### src/rtl/fetch_ctrl_pkg.sv
// Shared fetch-path types: fetch-buffer entry, fetch FSM states, group sizing.
package fetch_ctrl_pkg;

  localparam int unsigned INST_FETCH_NUM = 4;
  localparam int unsigned FETCH_ALIGN    = $clog2(INST_FETCH_NUM * 4);

  typedef struct packed {
    logic [31:0] inst;
    logic [31:0] pc;
    logic        valid;
  } ib_entry_t;

  typedef enum logic [1:0] {
    REQ,
    WAIT,
    HOLD
  } fetch_state_t;

  function automatic logic [31:0] align_pc(input logic [31:0] pc, input int unsigned bits);
    return (pc >> bits) << bits;
  endfunction

endpackage

### src/rtl/fetch_pack.sv
// Combinational slot packer: splits an I-cache line into fetch-buffer entries.
module fetch_pack
  import fetch_ctrl_pkg::*;
#(
  parameter int unsigned FETCH_NUM = INST_FETCH_NUM
) (
  input  logic [32*FETCH_NUM-1:0]        data,
  input  logic [31:0]                    base_pc,
  input  logic [31:0]                    offset,
  output ib_entry_t [FETCH_NUM-1:0]      entries
);

  // Slots below the entry offset belong to bytes before the fetch target.
  always_comb begin
    entries = '0;
    for (int unsigned i = 0; i < FETCH_NUM; i++) begin
      entries[i].inst  = data[32*i +: 32];
      entries[i].pc    = base_pc + 32'(4 * i);
      entries[i].valid = (i >= offset);
    end
  end

endmodule

### src/rtl/fetch_ctrl.sv
// Fetch sequencer: issues group-aligned I-cache requests, packs responses into
// the fetch buffer, and handles backend redirects with stale-response dropping.
module fetch_ctrl
  import fetch_ctrl_pkg::*;
#(
  parameter int unsigned FETCH_NUM = INST_FETCH_NUM,
  parameter logic [31:0] RESET_PC  = 32'h0000_0000
) (
  input  logic                       clk,
  input  logic                       reset,
  input  logic                       redirect_valid,
  input  logic [31:0]                redirect_pc,
  output logic                       ic_req_valid,
  output logic [31:0]                ic_req_addr,
  input  logic                       ic_req_ready,
  input  logic                       ic_resp_valid,
  input  logic [32*FETCH_NUM-1:0]    ic_resp_data,
  output ib_entry_t [FETCH_NUM-1:0]  fb_insts,
  output logic                       fb_valid,
  input  logic                       fb_full,
  output logic                       fb_flush,
  output logic [31:0]                fetch_pc
);

  localparam int unsigned ALIGN       = $clog2(FETCH_NUM * 4);
  localparam logic [31:0] GROUP_BYTES = 32'(FETCH_NUM * 4);

  fetch_state_t              state;
  logic                      drop;
  ib_entry_t [FETCH_NUM-1:0] packed_grp;
  ib_entry_t [FETCH_NUM-1:0] hold_grp;
  logic [31:0]               base_pc;
  logic [31:0]               next_pc;
  logic [31:0]               slot_off;
  logic                      req_fire;
  logic                      resp_live;
  logic                      push_now;
  logic                      push_held;
  logic                      own_out;

  assign base_pc     = align_pc(fetch_pc, ALIGN);
  assign next_pc     = base_pc + GROUP_BYTES;
  assign slot_off    = (fetch_pc - base_pc) >> 2;
  assign ic_req_addr = base_pc;

  fetch_pack #(.FETCH_NUM(FETCH_NUM)) u_pack (
    .data    (ic_resp_data),
    .base_pc (base_pc),
    .offset  (slot_off),
    .entries (packed_grp)
  );

  assign req_fire  = (state == REQ) && ic_req_valid && ic_req_ready;
  assign resp_live = (state == WAIT) && ic_resp_valid && !drop;
  assign push_now  = resp_live && !fb_full && !redirect_valid;
  assign push_held = (state == HOLD) && !fb_full && !redirect_valid;
  assign fb_valid  = push_now || push_held;
  assign fb_flush  = redirect_valid;

  // A request of our own is still in flight after this cycle unless its
  // response is the one arriving right now.
  assign own_out = req_fire || ((state == WAIT) && !(ic_resp_valid && !drop));

  always_comb begin
    fb_insts = '0;
    if (push_held)
      fb_insts = hold_grp;
    else if (push_now)
      fb_insts = packed_grp;
  end

  always_ff @(posedge clk or posedge reset) begin
    if (reset) begin
      state        <= REQ;
      fetch_pc     <= RESET_PC;
      ic_req_valid <= 1'b0;
      drop         <= 1'b0;
      hold_grp     <= '0;
    end else if (redirect_valid) begin
      state        <= REQ;
      fetch_pc     <= redirect_pc;
      ic_req_valid <= 1'b1;
      drop         <= (drop && !ic_resp_valid) || own_out;
      hold_grp     <= '0;
    end else begin
      if (drop && ic_resp_valid)
        drop <= 1'b0;
      unique case (state)
        REQ: begin
          ic_req_valid <= 1'b1;
          if (req_fire) begin
            state        <= WAIT;
            ic_req_valid <= 1'b0;
          end
        end
        WAIT: begin
          if (resp_live) begin
            if (!fb_full) begin
              fetch_pc     <= next_pc;
              state        <= REQ;
              ic_req_valid <= 1'b1;
            end else begin
              hold_grp <= packed_grp;
              state    <= HOLD;
            end
          end
        end
        HOLD: begin
          if (!fb_full) begin
            fetch_pc     <= next_pc;
            state        <= REQ;
            ic_req_valid <= 1'b1;
          end
        end
        default: begin
          state        <= REQ;
          ic_req_valid <= 1'b1;
        end
      endcase
    end
  end

endmodule

### config.mk
export PLATFORM = sky130hd
export DESIGN_NAME = fetch_ctrl
export DESIGN_NICKNAME = d
export VERILOG_FILES = /design/src/rtl/fetch_ctrl_pkg.sv /design/src/rtl/fetch_pack.sv /design/src/rtl/fetch_ctrl.sv
export SDC_FILE = /design/constraint.sdc
export NUM_CORES = 1
export LEC_CHECK = 0
export ABC_AREA = 1
export CAP_MARGIN = 20
export CORE_AREA = 3 3 189 191
export DETAILED_ROUTE_END_ITERATION = 8
export DIE_AREA = 0 0 192 194
export GPL_TIMING_DRIVEN = 0
export HOLD_SLACK_MARGIN = 0.08
export PLACE_DENSITY = 0.68
export SLEW_MARGIN = 20
export SYNTH_ARGS = -nofsm -noshare
export SYNTH_HDL_FRONTEND = slang
export SYNTH_SLANG_ARGS = --single-unit
### constraint.sdc
create_clock -name clk -period 13.77 [get_ports clk]
set_input_delay 2.0655 -clock clk [delete_from_list [all_inputs] [get_ports clk]]
set_output_delay 2.0655 -clock clk [all_outputs]
set_load 0.1 [all_outputs]
==> impl_metrics.json, run 1 <==
{
  "outcome": "complete, no violations",
  "cp-end-kind": "output port",
  "final_area_mm2": 0.0170,
  "grt_setup_unrepaired": "false",
  "powerDensity_mw_per_mm2": 142,
  "p_leak_nw": 7.59,
  "fin_tns_setup_ns": 0,
  "placed_area_mm2": 0.0164,
  "setup_viol_count_final": 0,
  "grt_pass1_vias": 11300,
  "grt_pass1_wl_um": 64400,
  "synthXorXnorAreaFrac_pct": 0.0799,
  "clockBufferDepth": 2,
  "antenna_left": 0,
  "synth_area_mm2": 0.0110,
  "numPortBuffers": 476,
  "ys_seq_elements": 196,
  "worstPathArrival_ns": 6.18,
  "first_pass_iters": 5,
  "relSlewSlack_pct": 29.0,
  "crit_path_max_fanout": 10,
  "skew_ns": 0.0120,
  "ys_warn_count": 0,
  "crit_path_start": "redirect_valid",
  "coreArea_mm2": 0.0343,
  "max_freq_ghz": 0.121,
  "hp-start": "fetch_pc[1]",
  "r2r_slack_ns": 11.35,
  "die_h_um": 194,
  "fillers": 3276,
  "initial_core_util_pct": 32.0,
  "synth_area_leader_cell": "dfrtp_1",
  "grt_max_degree": 98,
  "fin_total_pwr_mw": 2.42,
  "viasPerCell": 4.82,
  "antenna_found_initial": 3,
  "synth_edf_count": 0,
  "path_clk_slew_ns": 0.07,
  "min_period_ns": 8.24,
  "cts_inserted_buffers": 17,
  "synth_top_area_share_pct": 44.8,
  "drv_slew": 0,
  "nets": 2074,
  "path_class": "input port to output port",
  "cts_setup_buffers": 0,
  "ys.flop_type": "dfrtp_1",
  "synth_top_family_by_area": "buffers and inverters",
  "ir_drop_mv": 0.0995,
  "wire_per_inst_um": 18.1,
  "grt_usage_pct": 22.0,
  "tritoncts": "done",
  "cts_hold_buf": 0,
  "async_flop_share_pct": 100,
  "multiInputGateArea_mm2": 0.00347,
  "netlist_instances": 1390,
  "tightestPinTransition_ns": 1.06,
  "cp-start-kind": "input port",
  "syn2layout_area_growth_pct": 54.8,
  "hpwl_um": 32700,
  "htreeDepth": 4,
  "postSynthAreaPerCell_um2": 7.88,
  "wirelength_um": 42800,
  "clkSinkCount": 196,
  "drive_gt1_share_pct": 11.2,
  "cp.required_ns": 11.70,
  "fin_hold_ws_ns": 0.510,
  "post-route-period-util_pct": 59.9,
  "die_w_um": 192,
  "maxCapViolCount": 0,
  "overflow": 0,
  "fp-row-count": 68,
  "io-pin-count": 493,
  "clk-insertion-delay-late_ns": 0.44,
  "yosys.area_share.simple_pct": 9.44,
  "synth_adder_area_share_pct": 0.685,
  "cts_root_buf": "clkbuf_16",
  "muxShareOfSynthArea_pct": 0,
  "die_area_mm2": 0.0372,
  "cts.repair.resized": 0,
  "hold_viol_final": 0,
  "drc": 0,
  "hold_path_class": "register to register",
  "synth_compound_area_share_pct": 20.9,
  "synthTopCellsByArea": "dfrtp_1 45%, o22ai_1 18%, inv_1 12%",
  "yosysUniqueCellTypes": 26,
  "r2r_start": "state[1]",
  "synth_seq_area_share_pct": 44.8,
  "drt_iter0_markers": 738,
  "num_vias": 11400,
  "seq_area_mm2": 0.00490,
  "gp_congestion": 0.902
}
[flip-flops by register name (all words and copies together), names as in the netlist]
name / cells
ic_req_valid: 1
fetch_pc: 32
drop: 1
state: 2
hold_grp: 160
[layer usage]
| layer | share of wire [%] | up-vias | routed length, um | global-route usage (%) |
|---|---|---|---|---|
| met5 | 0.047 | - | 20 | 0 |
| met4 | 2.8 | 2 | 1190 | 7.23 |
| met3 | 7.0 | 69 | 3000 | 4.36 |
| met2 | 48 | 493 | 20600 | 36.6 |
| met1 | 42 | 5431 | 18000 | 28.8 |
| li1 | - | 5445 | - | - |
[worst paths after layout]
kind | to | cells past startpoint
hold reg to reg | fetch_pc[1] | 1
min in group asynchronous | hold_grp[63] | 2
max in group asynchronous | hold_grp[258] | 3
hold / removal | fetch_pc[1] | 1
setup reg to reg | hold_grp[231] | 9
setup / recovery | fb_insts[160] | 8
[stage by stage]
stage,setup WS [ns],std cells,util (%)
2_1_floorplan,6.20,1405,-
6_report,5.53,2371,49.5
3_5_place_dp,5.38,2338,47.9
4_1_cts,5.36,2369,49.4
3_3_place_gp,3.45,2336,47.7
5_1_grt,5.29,2371,49.5
[where the power goes]
part | internal (mW) | total (mW) | switching, mW
registers | 0.638 | 0.704 | 0.0658
clock network | 0.236 | 0.484 | 0.247
logic | 0.310 | 1.23 | 0.918
total | 1.18 | 2.42 | 1.23
[worst max-delay path, stage by stage]
cell	delay, ns
clkdlybuf4s50_1	0.46
inv_2	0.20
nand3_1	0.50
clkbuf_1	0.57
clkbuf_1	0.45
o22ai_1	0.58
buf_4	0.21
clkdlybuf4s50_1	1.12
[Yosys cell counts (all sizes together) (2+ instances only)]
library cell,instances
dfrtp,196
clkbuf,38
nor3,6
nand3,36
ha,6
nand2,141
nand4,2
o21ai,29
a21oi,16
o22ai,319
a22o,2
inv,345
buf,175
o211ai,4
nor2,70
[layout by cell type (no fill, tap or decap), drive strengths merged]
| master | count |
|---|---|
| clkinvlp | 4 |
| o22ai | 319 |
| conb | 16 |
| dfrtp | 196 |
| buf | 177 |
| xor2 | 1 |
| nand4 | 2 |
| nor2 | 70 |
| inv | 351 |
| a21oi | 16 |
| diode | 2 |
| clkinv | 4 |
| a32oi | 1 |
| nand3b | 1 |
| nor3 | 6 |
| nand3 | 36 |
| nand2 | 141 |
| clkdlybuf4s50 | 476 |
| a22o | 2 |
| a31oi | 1 |
| o21ai | 29 |
| o211ai | 4 |
| ha | 6 |
| clkbuf | 55 |
[logic make-up (layout without fill, tap and decap cells)]
kind of cell	count (synthesis)	in the layout
compound gates	372	372
other cells	1	18
flops	196	196
buf+inv	558	1067
xor+xnor	1	1
simple gates	256	256
fa+ha+maj	6	6
[cell type report]
| class | instances | share of cell area, % |
|---|---|---|
| clock inverter | 14 | 0.716 |
| buffer | 213 | 7.94 |
| sequential | 196 | 28.9 |
| multi-input combinational | 651 | 20.4 |
| antenna | 2 | 0.0295 |
| inverter | 345 | 7.68 |
| clock buffer | 17 | 2.51 |
| timing repair buffer | 478 | 28.4 |
| tap | 455 | 3.36 |
Power figures use the tool's default switching activity.
==> run 2: changes to the inputs <==
--- a/config.mk
+++ b/config.mk
@@ -7,12 +7,12 @@
 export LEC_CHECK = 0
 export ABC_AREA = 1
 export CAP_MARGIN = 20
-export CORE_AREA = 3 3 189 191
+export CORE_AREA = 3 3 190 192
 export DETAILED_ROUTE_END_ITERATION = 8
-export DIE_AREA = 0 0 192 194
+export DIE_AREA = 0 0 193 195
 export GPL_TIMING_DRIVEN = 0
 export HOLD_SLACK_MARGIN = 0.08
-export PLACE_DENSITY = 0.68
+export PLACE_DENSITY = 0.7
 export SLEW_MARGIN = 20
 export SYNTH_ARGS = -nofsm -noshare
 export SYNTH_HDL_FRONTEND = slang
==> constraint.sdc (replaced) <==
create_clock -name clk -period 7.1 [get_ports clk]
set_input_delay 1.065 -clock clk [delete_from_list [all_inputs] [get_ports clk]]
set_output_delay 1.065 -clock clk [all_outputs]
set_load 0.1 [all_outputs]
==> run 2 against run 1 <==
Routed wire length shrank 0.55%. Clock skew rose by 0.0019 ns. Setup slack got worse by 4.6 ns. Sequential share of layout area about the same. Critical endpoint unchanged. Largest cell class unchanged. Highest routed layer is now met4.
==> impl_metrics.json, run 2 (same netlist as run 1, synthesis figures left out) <==
{
  "outcome": "complete, no violations",
  "nets": 2073,
  "drt_iter0_markers": 741,
  "setup_viol_count_final": 0,
  "maxCapViolCount": 0,
  "cp-end-kind": "output port",
  "cp.required_ns": 6.03,
  "skew_ns": 0.0139,
  "grt_usage_pct": 21.8,
  "cts_root_buf": "clkbuf_16",
  "first_pass_iters": 5,
  "wirelength_um": 42600,
  "fin_tns_setup_ns": 0,
  "wire_per_inst_um": 18.0,
  "max_freq_ghz": 0.162,
  "gp_congestion": 0.918,
  "post-route-period-util_pct": 87.1,
  "path_clk_slew_ns": 0.07,
  "reg.largest.list": "hold_grp: 160 flops, fetch_pc: 32 flops, state: 2 flops",
  "fin_ws_ns": 0.919,
  "fin_hold_ws_ns": 0.506,
  "fillers": 3329,
  "path_class": "input port to output port",
  "coreArea_mm2": 0.0345,
  "cts_hold_buf": 0,
  "crit_path_max_fanout": 10,
  "io-pin-count": 493,
  "fp-row-count": 68,
  "die_h_um": 195,
  "place_ws_ns": 0.838,
  "syn2layout_area_growth_pct": 54.8,
  "hpwl_um": 32700,
  "final_common_cell": "clkdlybuf4s50_1",
  "layout.cells.non_filler": 2370,
  "drv_slew": 0,
  "cts.repair.resized": 0,
  "grt_pass1_wl_um": 64100,
  "cts_inserted_buffers": 17,
  "antenna_found_initial": 1,
  "initial_core_util_pct": 31.7,
  "grt_setup_unrepaired": "false",
  "fin_total_pwr_mw": 4.72,
  "hold_viol_final": 0,
  "drc": 0,
  "num_vias": 11500,
  "clkSinkCount": 196,
  "min_period_ns": 6.18,
  "tightestPinTransition_ns": 1.04,
  "overflow": 0,
  "clockBufferDepth": 2,
  "mostFrequentLayoutCells": "476 x clkdlybuf4s50_1, 339 x inv_1, 319 x o22ai_1, 196 x dfrtp_1, 140 x nand2_1",
  "dp_cells": 2337,
  "grt_max_degree": 104,
  "relSlewSlack_pct": 30.1,
  "worstPathArrival_ns": 5.12,
  "htreeDepth": 4,
  "p_leak_nw": 7.59,
  "viasPerCell": 4.85,
  "die_w_um": 193,
  "regMostFlops": "hold_grp",
  "hold_path_class": "register to register",
  "numPortBuffers": 476,
  "powerDensity_mw_per_mm2": 278,
  "ir_drop_mv": 0.336,
  "tritoncts": "done",
  "clk-insertion-delay-late_ns": 0.44,
  "drive_gt1_share_pct": 11.1,
  "cp-start-kind": "input port",
  "grt_pass1_vias": 11200,
  "die_area_mm2": 0.0376,
  "antenna_left": 0,
  "largest_reg_flops": 160,
  "cts_setup_buffers": 0
}
==> run 2: changes by cell type in the layout (fill, tap and decap cells not counted) <==
| cell | change |
|---|---|
| inv_6 | +2 |
| buf_16 | -1 |
| bufinv_16 | +1 |
| clkbuf_1 | +1 |
| clkinv_4 | -1 |
| clkinvlp_4 | -1 |
| diode_2 | -1 |
| inv_8 | -1 |
==> run 2: metal layers <==
layer  vias up  wire length (um)  track usage [%]
met3        42              3170             4.06
met5         -                 0                0
met1      5504             18200             29.3
li1       5445                 -                -
met2       511             20400             36.1
met4         0               790             5.63
==> run 2: final cells by class <==
cell class	count	area, um2	area share [%]
Antenna cell	1	2.50	0.0148
Tap cell	455	569	3.36
Timing Repair Buffer	477	4790	28.3
Clock inverter	14	141	0.834
Sequential cell	196	4900	28.9
Clock buffer	18	429	2.53
Buffer	213	1350	7.94
Inverter	345	1300	7.68
Multi-Input combinational cell	651	3470	20.4
==> run 2: worst max-delay path, stage by stage <==
cell             delay, ns
clkdlybuf4s50_1       0.45
inv_2                 0.20
nand3_1               0.46
clkbuf_1              0.50
clkbuf_1              0.45
o22ai_1               0.62
buf_4                 0.21
clkdlybuf4s50_1       1.13
==> run 2: power by group <==
| part | switching, mW | total, mW | internal, mW |
|---|---|---|---|
| Clock | 0.474 | 0.970 | 0.496 |
| Combinational | 1.78 | 2.38 | 0.599 |
| Sequential | 0.130 | 1.37 | 1.24 |
==> run 2: metrics by stage <==
| step | util, % | cell area (um2) |
|---|---|---|
| 6_report | 49.1 | 17000 |
| 5_1_grt | 49.1 | 17000 |
| 4_1_cts | 49.1 | 17000 |
| 3_5_place_dp | 47.4 | 16400 |
| 3_3_place_gp | 47.3 | 16300 |
| 2_1_floorplan | - | 11000 |
==> run 2: final timing paths <==
| kind | startpoint | endpoint | slack, ns | cells past startpoint |
|---|---|---|---|---|
| min in group asynchronous | reset | hold_grp[103] | 1.12 | 2 |
| hold reg to reg | fetch_pc[1] | fetch_pc[1] | 0.51 | 1 |
| hold / removal | fetch_pc[1] | fetch_pc[1] | 0.51 | 1 |
| setup / recovery | redirect_valid | fb_insts[160] | 0.92 | 8 |
| max in group asynchronous | reset | hold_grp[231] | 5.01 | 3 |
| setup reg to reg | state[1] | hold_grp[40] | 4.62 | 8 |
==> run 3: changes to the inputs <==
--- a/config.mk
+++ b/config.mk
@@ -13,6 +13,7 @@
 export GPL_TIMING_DRIVEN = 0
 export HOLD_SLACK_MARGIN = 0.08
 export PLACE_DENSITY = 0.7
+export SETUP_SLACK_MARGIN = 0.1
 export SLEW_MARGIN = 20
 export SYNTH_ARGS = -nofsm -noshare
 export SYNTH_HDL_FRONTEND = slang
==> results of run 3 <==
Final layout, timing and power as in run 2 (identical DEF).
